[src/rtl/aidc_lite_decomp_dispatch.sv]
// aidc_lite_decomp_dispatch
//   Dispatch/merge stage between the decompression engine and NUM_DECOMP decompressors.
//   The mode field of each packet's header word picks one decompressor channel. Every
//   accepted word of that packet is forwarded to the channel one cycle later. That
//   channel's buffer write port is merged onto the shared buffer, and its done is
//   collected into a single done pulse. Protocol violations set bits in a sticky
//   error code.
//
// Ports
//   clk, rst_n        clock, asynchronous active-low reset
//   valid_i/sop_i/eop_i/data_i
//                     input stream (no backpressure); mode = data_i[MODE_WIDTH-1:0] at sop
//   dec_valid_o       one-hot per-channel word valid (registered)
//   dec_sop_o/dec_eop_o/dec_data_o
//                     registered word to the decompressors
//   dec_buf_wren_i/dec_buf_waddr_i/dec_buf_wdata_i
//                     per-channel buffer write ports, channel k at slice k
//   dec_done_i        per-channel done (pulse or level)
//   buf_wren_o/buf_waddr_o/buf_wdata_o
//                     merged shared-buffer write port (registered; addr/data hold when idle)
//   done_o            1-cycle pulse when the current packet is fully decompressed
//   busy_o            high whenever a packet is in progress
//   err_code_o        sticky flags: [0] bad mode, [1] stray word, [2] sop mid-packet,
//                     [3] done timeout, [4] write from unselected channel
//   err_clr_i         clears err_code_o; a flag set in the same cycle wins

module aidc_lite_decomp_dispatch #(
    parameter int unsigned NUM_DECOMP     = 3,
    parameter int unsigned MODE_WIDTH     = 2,
    parameter int unsigned DATA_WIDTH     = 32,
    parameter int unsigned BUF_ADDR_WIDTH = 4,
    parameter int unsigned BUF_DATA_WIDTH = 64,
    parameter int unsigned TIMEOUT_CYCLES = 1024
) (
    input  logic                                 clk,
    input  logic                                 rst_n,
    input  logic                                 valid_i,
    input  logic                                 sop_i,
    input  logic                                 eop_i,
    input  logic [DATA_WIDTH-1:0]                data_i,
    output logic [NUM_DECOMP-1:0]                dec_valid_o,
    output logic                                 dec_sop_o,
    output logic                                 dec_eop_o,
    output logic [DATA_WIDTH-1:0]                dec_data_o,
    input  logic [NUM_DECOMP-1:0]                dec_buf_wren_i,
    input  logic [NUM_DECOMP*BUF_ADDR_WIDTH-1:0] dec_buf_waddr_i,
    input  logic [NUM_DECOMP*BUF_DATA_WIDTH-1:0] dec_buf_wdata_i,
    input  logic [NUM_DECOMP-1:0]                dec_done_i,
    output logic                                 buf_wren_o,
    output logic [BUF_ADDR_WIDTH-1:0]            buf_waddr_o,
    output logic [BUF_DATA_WIDTH-1:0]            buf_wdata_o,
    output logic                                 done_o,
    output logic                                 busy_o,
    output logic [4:0]                           err_code_o,
    input  logic                                 err_clr_i
);

    localparam int unsigned CNT_WIDTH = $clog2(TIMEOUT_CYCLES);

    localparam logic [1:0] ST_IDLE      = 2'd0;
    localparam logic [1:0] ST_STREAM    = 2'd1;
    localparam logic [1:0] ST_DROP      = 2'd2;
    localparam logic [1:0] ST_WAIT_DONE = 2'd3;

    logic [1:0]                state_q, state_d;
    logic [MODE_WIDTH-1:0]     sel_q, sel_d;
    logic                      done_seen_q, done_seen_d;
    logic [CNT_WIDTH-1:0]      cnt_q, cnt_d;
    logic [4:0]                err_q, err_d;
    logic [4:0]                err_set;

    logic [NUM_DECOMP-1:0]     dec_valid_q, dec_valid_d;
    logic                      dec_sop_q, dec_eop_q;
    logic [DATA_WIDTH-1:0]     dec_data_q;
    logic                      buf_wren_q, buf_wren_d;
    logic [BUF_ADDR_WIDTH-1:0] buf_waddr_q;
    logic [BUF_DATA_WIDTH-1:0] buf_wdata_q;
    logic                      done_q, done_d;

    logic [MODE_WIDTH-1:0]     mode;
    logic                      mode_ok;
    logic [NUM_DECOMP-1:0]     sel_oh, mode_oh;
    logic                      fwd, start_sop;
    logic [NUM_DECOMP-1:0]     fwd_oh;
    logic                      write_window, wren_sel, wren_other, done_sel, timeout_hit;
    logic [BUF_ADDR_WIDTH-1:0] sel_waddr;
    logic [BUF_DATA_WIDTH-1:0] sel_wdata;

    assign mode    = data_i[MODE_WIDTH-1:0];
    assign mode_ok = 32'(mode) < NUM_DECOMP;
    // Out-of-range modes shift the bit off the top, giving an all-zero mask.
    assign mode_oh = NUM_DECOMP'(1) << mode;
    assign sel_oh  = NUM_DECOMP'(1) << sel_q;

    // Only the selected channel may write, and only while its packet is live.
    assign write_window = (state_q == ST_STREAM) || (state_q == ST_WAIT_DONE);
    assign wren_sel     = |(dec_buf_wren_i & sel_oh);
    assign wren_other   = |(dec_buf_wren_i & ~sel_oh);
    assign done_sel     = |(dec_done_i & sel_oh);
    assign timeout_hit  = cnt_q == CNT_WIDTH'(TIMEOUT_CYCLES - 1);

    always_comb begin
        sel_waddr = '0;
        sel_wdata = '0;
        for (int k = 0; k < int'(NUM_DECOMP); k++) begin
            if (sel_oh[k]) begin
                sel_waddr = dec_buf_waddr_i[k*BUF_ADDR_WIDTH +: BUF_ADDR_WIDTH];
                sel_wdata = dec_buf_wdata_i[k*BUF_DATA_WIDTH +: BUF_DATA_WIDTH];
            end
        end
    end

    always_comb begin
        state_d     = state_q;
        sel_d       = sel_q;
        done_seen_d = done_seen_q;
        fwd         = 1'b0;
        fwd_oh      = sel_oh;
        start_sop   = 1'b0;
        done_d      = 1'b0;
        err_set     = '0;

        unique case (state_q)
            ST_IDLE: begin
                if (valid_i) begin
                    if (sop_i) start_sop  = 1'b1;
                    else       err_set[1] = 1'b1;
                end
            end
            ST_STREAM: begin
                if (valid_i) begin
                    if (sop_i) begin
                        // Abandon the open packet; the new header starts afresh.
                        err_set[2] = 1'b1;
                        start_sop  = 1'b1;
                    end else begin
                        fwd = 1'b1;
                        if (eop_i) state_d = ST_WAIT_DONE;
                    end
                end
            end
            ST_DROP: begin
                if (valid_i) begin
                    if (sop_i) begin
                        err_set[2] = 1'b1;
                        start_sop  = 1'b1;
                    end else if (eop_i) begin
                        state_d = ST_IDLE;
                    end
                end
            end
            ST_WAIT_DONE: begin
                if (valid_i) err_set[1] = 1'b1;
                if (done_seen_q || done_sel) begin
                    done_d  = 1'b1;
                    state_d = ST_IDLE;
                end else if (timeout_hit) begin
                    err_set[3] = 1'b1;
                    state_d    = ST_IDLE;
                end
            end
            default: state_d = ST_IDLE;
        endcase

        if (start_sop) begin
            if (mode_ok) begin
                sel_d       = mode;
                fwd         = 1'b1;
                fwd_oh      = mode_oh;
                // A done already arriving with the header must not be lost.
                done_seen_d = |(dec_done_i & mode_oh);
                state_d     = eop_i ? ST_WAIT_DONE : ST_STREAM;
            end else begin
                err_set[0] = 1'b1;
                state_d    = eop_i ? ST_IDLE : ST_DROP;
            end
        end else if (write_window) begin
            done_seen_d = done_seen_q | done_sel;
        end

        err_set[4] = wren_other | (~write_window & (|dec_buf_wren_i));
    end

    assign dec_valid_d = fwd ? fwd_oh : '0;
    assign buf_wren_d  = write_window & wren_sel;
    assign cnt_d       = (state_q == ST_WAIT_DONE) ? cnt_q + CNT_WIDTH'(1) : '0;
    assign err_d       = (err_clr_i ? 5'd0 : err_q) | err_set;

    always_ff @(posedge clk or negedge rst_n) begin
        if (!rst_n) begin
            state_q     <= ST_IDLE;
            sel_q       <= '0;
            done_seen_q <= 1'b0;
            cnt_q       <= '0;
            err_q       <= '0;
            dec_valid_q <= '0;
            dec_sop_q   <= 1'b0;
            dec_eop_q   <= 1'b0;
            dec_data_q  <= '0;
            buf_wren_q  <= 1'b0;
            buf_waddr_q <= '0;
            buf_wdata_q <= '0;
            done_q      <= 1'b0;
        end else begin
            state_q     <= state_d;
            sel_q       <= sel_d;
            done_seen_q <= done_seen_d;
            cnt_q       <= cnt_d;
            err_q       <= err_d;
            dec_valid_q <= dec_valid_d;
            dec_sop_q   <= fwd & sop_i;
            dec_eop_q   <= fwd & eop_i;
            if (fwd) dec_data_q <= data_i;
            buf_wren_q  <= buf_wren_d;
            if (buf_wren_d) begin
                buf_waddr_q <= sel_waddr;
                buf_wdata_q <= sel_wdata;
            end
            done_q      <= done_d;
        end
    end

    assign dec_valid_o = dec_valid_q;
    assign dec_sop_o   = dec_sop_q;
    assign dec_eop_o   = dec_eop_q;
    assign dec_data_o  = dec_data_q;
    assign buf_wren_o  = buf_wren_q;
    assign buf_waddr_o = buf_waddr_q;
    assign buf_wdata_o = buf_wdata_q;
    assign done_o      = done_q;
    assign busy_o      = state_q != ST_IDLE;
    assign err_code_o  = err_q;

endmodule
[config.mk]
export PLATFORM = sky130hd
export DESIGN_NAME = aidc_lite_decomp_dispatch
export DESIGN_NICKNAME = d
export VERILOG_FILES = /design/src/rtl/aidc_lite_decomp_dispatch.sv
export SDC_FILE = /design/constraint.sdc
export NUM_CORES = 1
export LEC_CHECK = 0
export CORE_MARGIN = 3
export CORE_UTILIZATION = 35
export CTS_CLUSTER_SIZE = 30
export DETAILED_ROUTE_END_ITERATION = 10
export GPL_TIMING_DRIVEN = 1
export PLACE_DENSITY = 0.84
export SLEW_MARGIN = 10
export SYNTH_ARGS = -nofsm -noshare
export SYNTH_HDL_FRONTEND = slang
export SYNTH_SLANG_ARGS = --single-unit
[constraint.sdc]
create_clock -name clk -period 4.9 [get_ports clk]
set_clock_uncertainty 0.15 [all_clocks]
set_input_delay 1.47 -clock clk [delete_from_list [all_inputs] [get_ports clk]]
set_output_delay 1.47 -clock clk [all_outputs]
set_load 0.1 [all_outputs]
==> flow_metrics.env <==
export IMPL_start_kind="register"
export IMPL_layout_commonest_cell="clkdlybuf4s50_1"
export IMPL_synth_seq_cells=127
export IMPL_worst_pin_slew_ns=1.06
export IMPL_yosys_area_top_type_share_pct=50.2
export IMPL_cts_resized=0
export IMPL_required_ns=3.28
export IMPL_grt_max_degree=76
export IMPL_nNetsFinal=1248
export IMPL_p_sw_share_pct=57.4
export IMPL_cap_violations=0
export IMPL_synth_compound_area_share_pct=14.1
export IMPL_yosys_mux_area_fraction_pct=17.3
export IMPL_synthAdderAreaFrac_pct=1.19
export IMPL_ys_flop_type="dfrtp_1"
export IMPL_rows=48
export IMPL_tritoncts="yes"
export IMPL_synth_net_count=906
export IMPL_grt_pass1_wl_um=33500
export IMPL_end_kind="output pin"
export IMPL_vias_per_cell=4.90
export IMPL_initial_core_util_pct=36.2
export IMPL_cts_setup_buffers=0
export IMPL_portBuffers=360
export IMPL_reg2reg_depth=5
export IMPL_cell_internal_pwr_mw=3.71
export IMPL_switchingPower_mw=5.01
export IMPL_seqPwrFrac_pct=20.8
export IMPL_chipWidth_um=141
export IMPL_routed_wl_um=21600
export IMPL_synth_simple_area_share_pct=12.2
export IMPL_fin_crit_ns=3.99
export IMPL_syn_avg_cell_area_sq_um=9.71
export IMPL_ant_nets=0
export IMPL_gp_congestion=0.835
export IMPL_cts_sinks=127
export IMPL_grt_met2_usage_pct=37.5
export IMPL_drtPass1Iterations=4
export IMPL_antenna_found_initial=0
export IMPL_area_delta_synth_final_pct=68.7
export IMPL_slew_headroom_pct=28.8
export IMPL_clock_latency_ns=0.42
export IMPL_synth_xor_area_share_pct=1.11
export IMPL_worstSetupPathType="reg2out"
export IMPL_p_per_area_nw_per_um2=817
export IMPL_most_common_layout_cells="clkdlybuf4s50_1 (359), dfrtp_1 (125), nor2_1 (81)"
export IMPL_setup_violations=0
export IMPL_ys_types=44
export IMPL_synth_top_cell_by_area="dfrtp_1"
export IMPL_status="complete, no violations"
export IMPL_clock_path_buffers=2
export IMPL_peakVddDrop_v=0.000666
export IMPL_async_reset_ff_share_pct=100
export IMPL_leakagePower_nw=4.59
export IMPL_dieArea_sq_um=19700
export IMPL_r2r_start="sel_q[0]"
export IMPL_hpwlAfterDp_um=16500
export IMPL_overflow=0
export IMPL_fin_tns_setup_ns=0
export IMPL_synth_area_top_cells="dfrtp_1 (50%), mux2i_1 (11%), a21oi_1 (5.9%), nor2_1 (4.8%), mux2_2 (4.4%)"
export IMPL_drtIter0Drc=210
export IMPL_synth_edf_count=0
export IMPL_antennaDiodeCount=0
export IMPL_yosysWarnings=0
export IMPL_die_y_um=141
export IMPL_hp_class="reg2reg"
export IMPL_placed_cell_area_sq_um=10100
export IMPL_hold_slack_ns=0.308
export IMPL_ctsHoldBuffers=0
export IMPL_vias=6039
export IMPL_drc=0
export IMPL_startpoint="state_q[0]"
export IMPL_grt_usage_pct=21.7
export IMPL_synth_area_sq_um=6330
export IMPL_p_comb_share_pct=65.0
export IMPL_ios=361
export IMPL_rsz0062_at_grt="no"
export IMPL_numCtsBuffers=17
export IMPL_hold_violations=0
export IMPL_use_met3_pct=7.99
export IMPL_slew_viol_final=0
export IMPL_dp_cells=1200
export IMPL_reg2reg_to="buf_wdata_o[30]"
export IMPL_htreeDepth=4
export IMPL_period_share_pct=81.3
export IMPL_r2r_setup_slack_ns=2.18
export IMPL_clk_pin_slew_ns=0.06
export IMPL_clock_root_buffer="clkbuf_16"
export IMPL_stdcell_area_sq_um=10700
export IMPL_core_area_sq_um=17500
export IMPL_crit_end="busy_o"
export IMPL_stdcell_count=1232
export IMPL_synth_top_family_by_area="multiplexers"
export IMPL_critical_path_arrival_ns=2.37
export IMPL_clockPowerShare_pct=14.3
export IMPL_netlist_instances=652
export IMPL_cp_max_fo=5
export IMPL_final_layout_size_suffix_gt1_share_pct=7.35
export IMPL_grt_pass1_vias=6153
export IMPL_ys_seq_area_share_pct=50.2
export IMPL_wl_per_cell_um=17.6
export IMPL_grt_busiest_layer="met2"
export IMPL_fmax_mhz=251
export IMPL_grtUsageMet1_pct=24.7
export IMPL_fin_util_pct=61.1
cell type report:
type | count | area, sq um
multi-input cells | 471 | 2930
flip-flops and latches | 127 | 3180
clock inverters | 14 | 146
well taps | 225 | 282
repair buffers | 368 | 3670
inverters | 9 | 33.8
fillers | 1443 | 6790
clock buffers | 18 | 439
synth_stat cells (2+ instances only):
library cell  instances
nor4_1                2
mux2_1                9
xnor2_1               4
buf_2                16
buf_4                 5
o21ai_0              43
o21a_1                2
ha_1                  6
and2_1               10
clkbuf_1             21
nor2b_1               4
dfrtp_1             127
nand2_1              73
inv_1                 9
mux2i_1              71
or2_2                 2
a21o_1                2
nor3_1                2
mux2_2               25
nor2_1               81
nand3_1               6
a21oi_1              75
xor2_1                4
buf_1                 2
o21ai_1              32
cells by family after synthesis:
kind of cell	after synthesis
AND/OR/NAND/NOR	186
buffers and inverters	54
multiplexers	105
flip-flops	127
adder cells (fa/ha/maj)	6
AO/OA/AOI/OAI	166
XOR/XNOR	8
stage by stage:
step                total power [mW]  worst slack [ns]
floorplan                       6.06              2.01
global placement                7.46              1.38
detailed placement              7.53              1.36
CTS                             8.80             0.893
global route                    9.15             0.818
finish                          8.73             0.915
power groups by stage:
stage               Clock [mW]  Combinational (mW)  Sequential, mW
floorplan                    0                1.53            4.54
global placement             0                5.65            1.81
detailed placement           0                5.70            1.83
CTS                       1.27                5.71            1.81
global route              1.33                5.95            1.87
finish                    1.25                5.67            1.81
routing by layer:
metal	routed length (um)	share of wire [%]
met1	8350	39
met2	10900	50
met3	1910	8.8
met4	512	2.4
met5	0	0
critical path, cell delays in order, from the launching register on:
cell and delay (ns):
dfrtp_1 0.42, inv_1 0.11, ha_1 0.24, inv_1 0.06
clkdlybuf4s50_1 1.12
how the worst min path moves through the flow:
stage,depth (start not counted),end,start
after CTS,1,cnt_q[0],cnt_q[0]
after global placement,1,cnt_q[0],cnt_q[0]
after global routing,1,cnt_q[0],cnt_q[0]
after detailed placement,1,cnt_q[0],cnt_q[0]
final,1,cnt_q[0],cnt_q[0]
after floorplan,1,cnt_q[0],cnt_q[0]
state kept, by name (all words and copies together) (netlist names):
signal and cells:
buf_wdata_o 64, dec_data_o 32, cnt_q 10, err_code_o 5
buf_waddr_o 4, dec_valid_o 3, sel_q 2, state_q 2
buf_wren_o 1, dec_eop_o 1, dec_sop_o 1, done_o 1
done_seen_q 1
(Power assumes the default switching activity.)
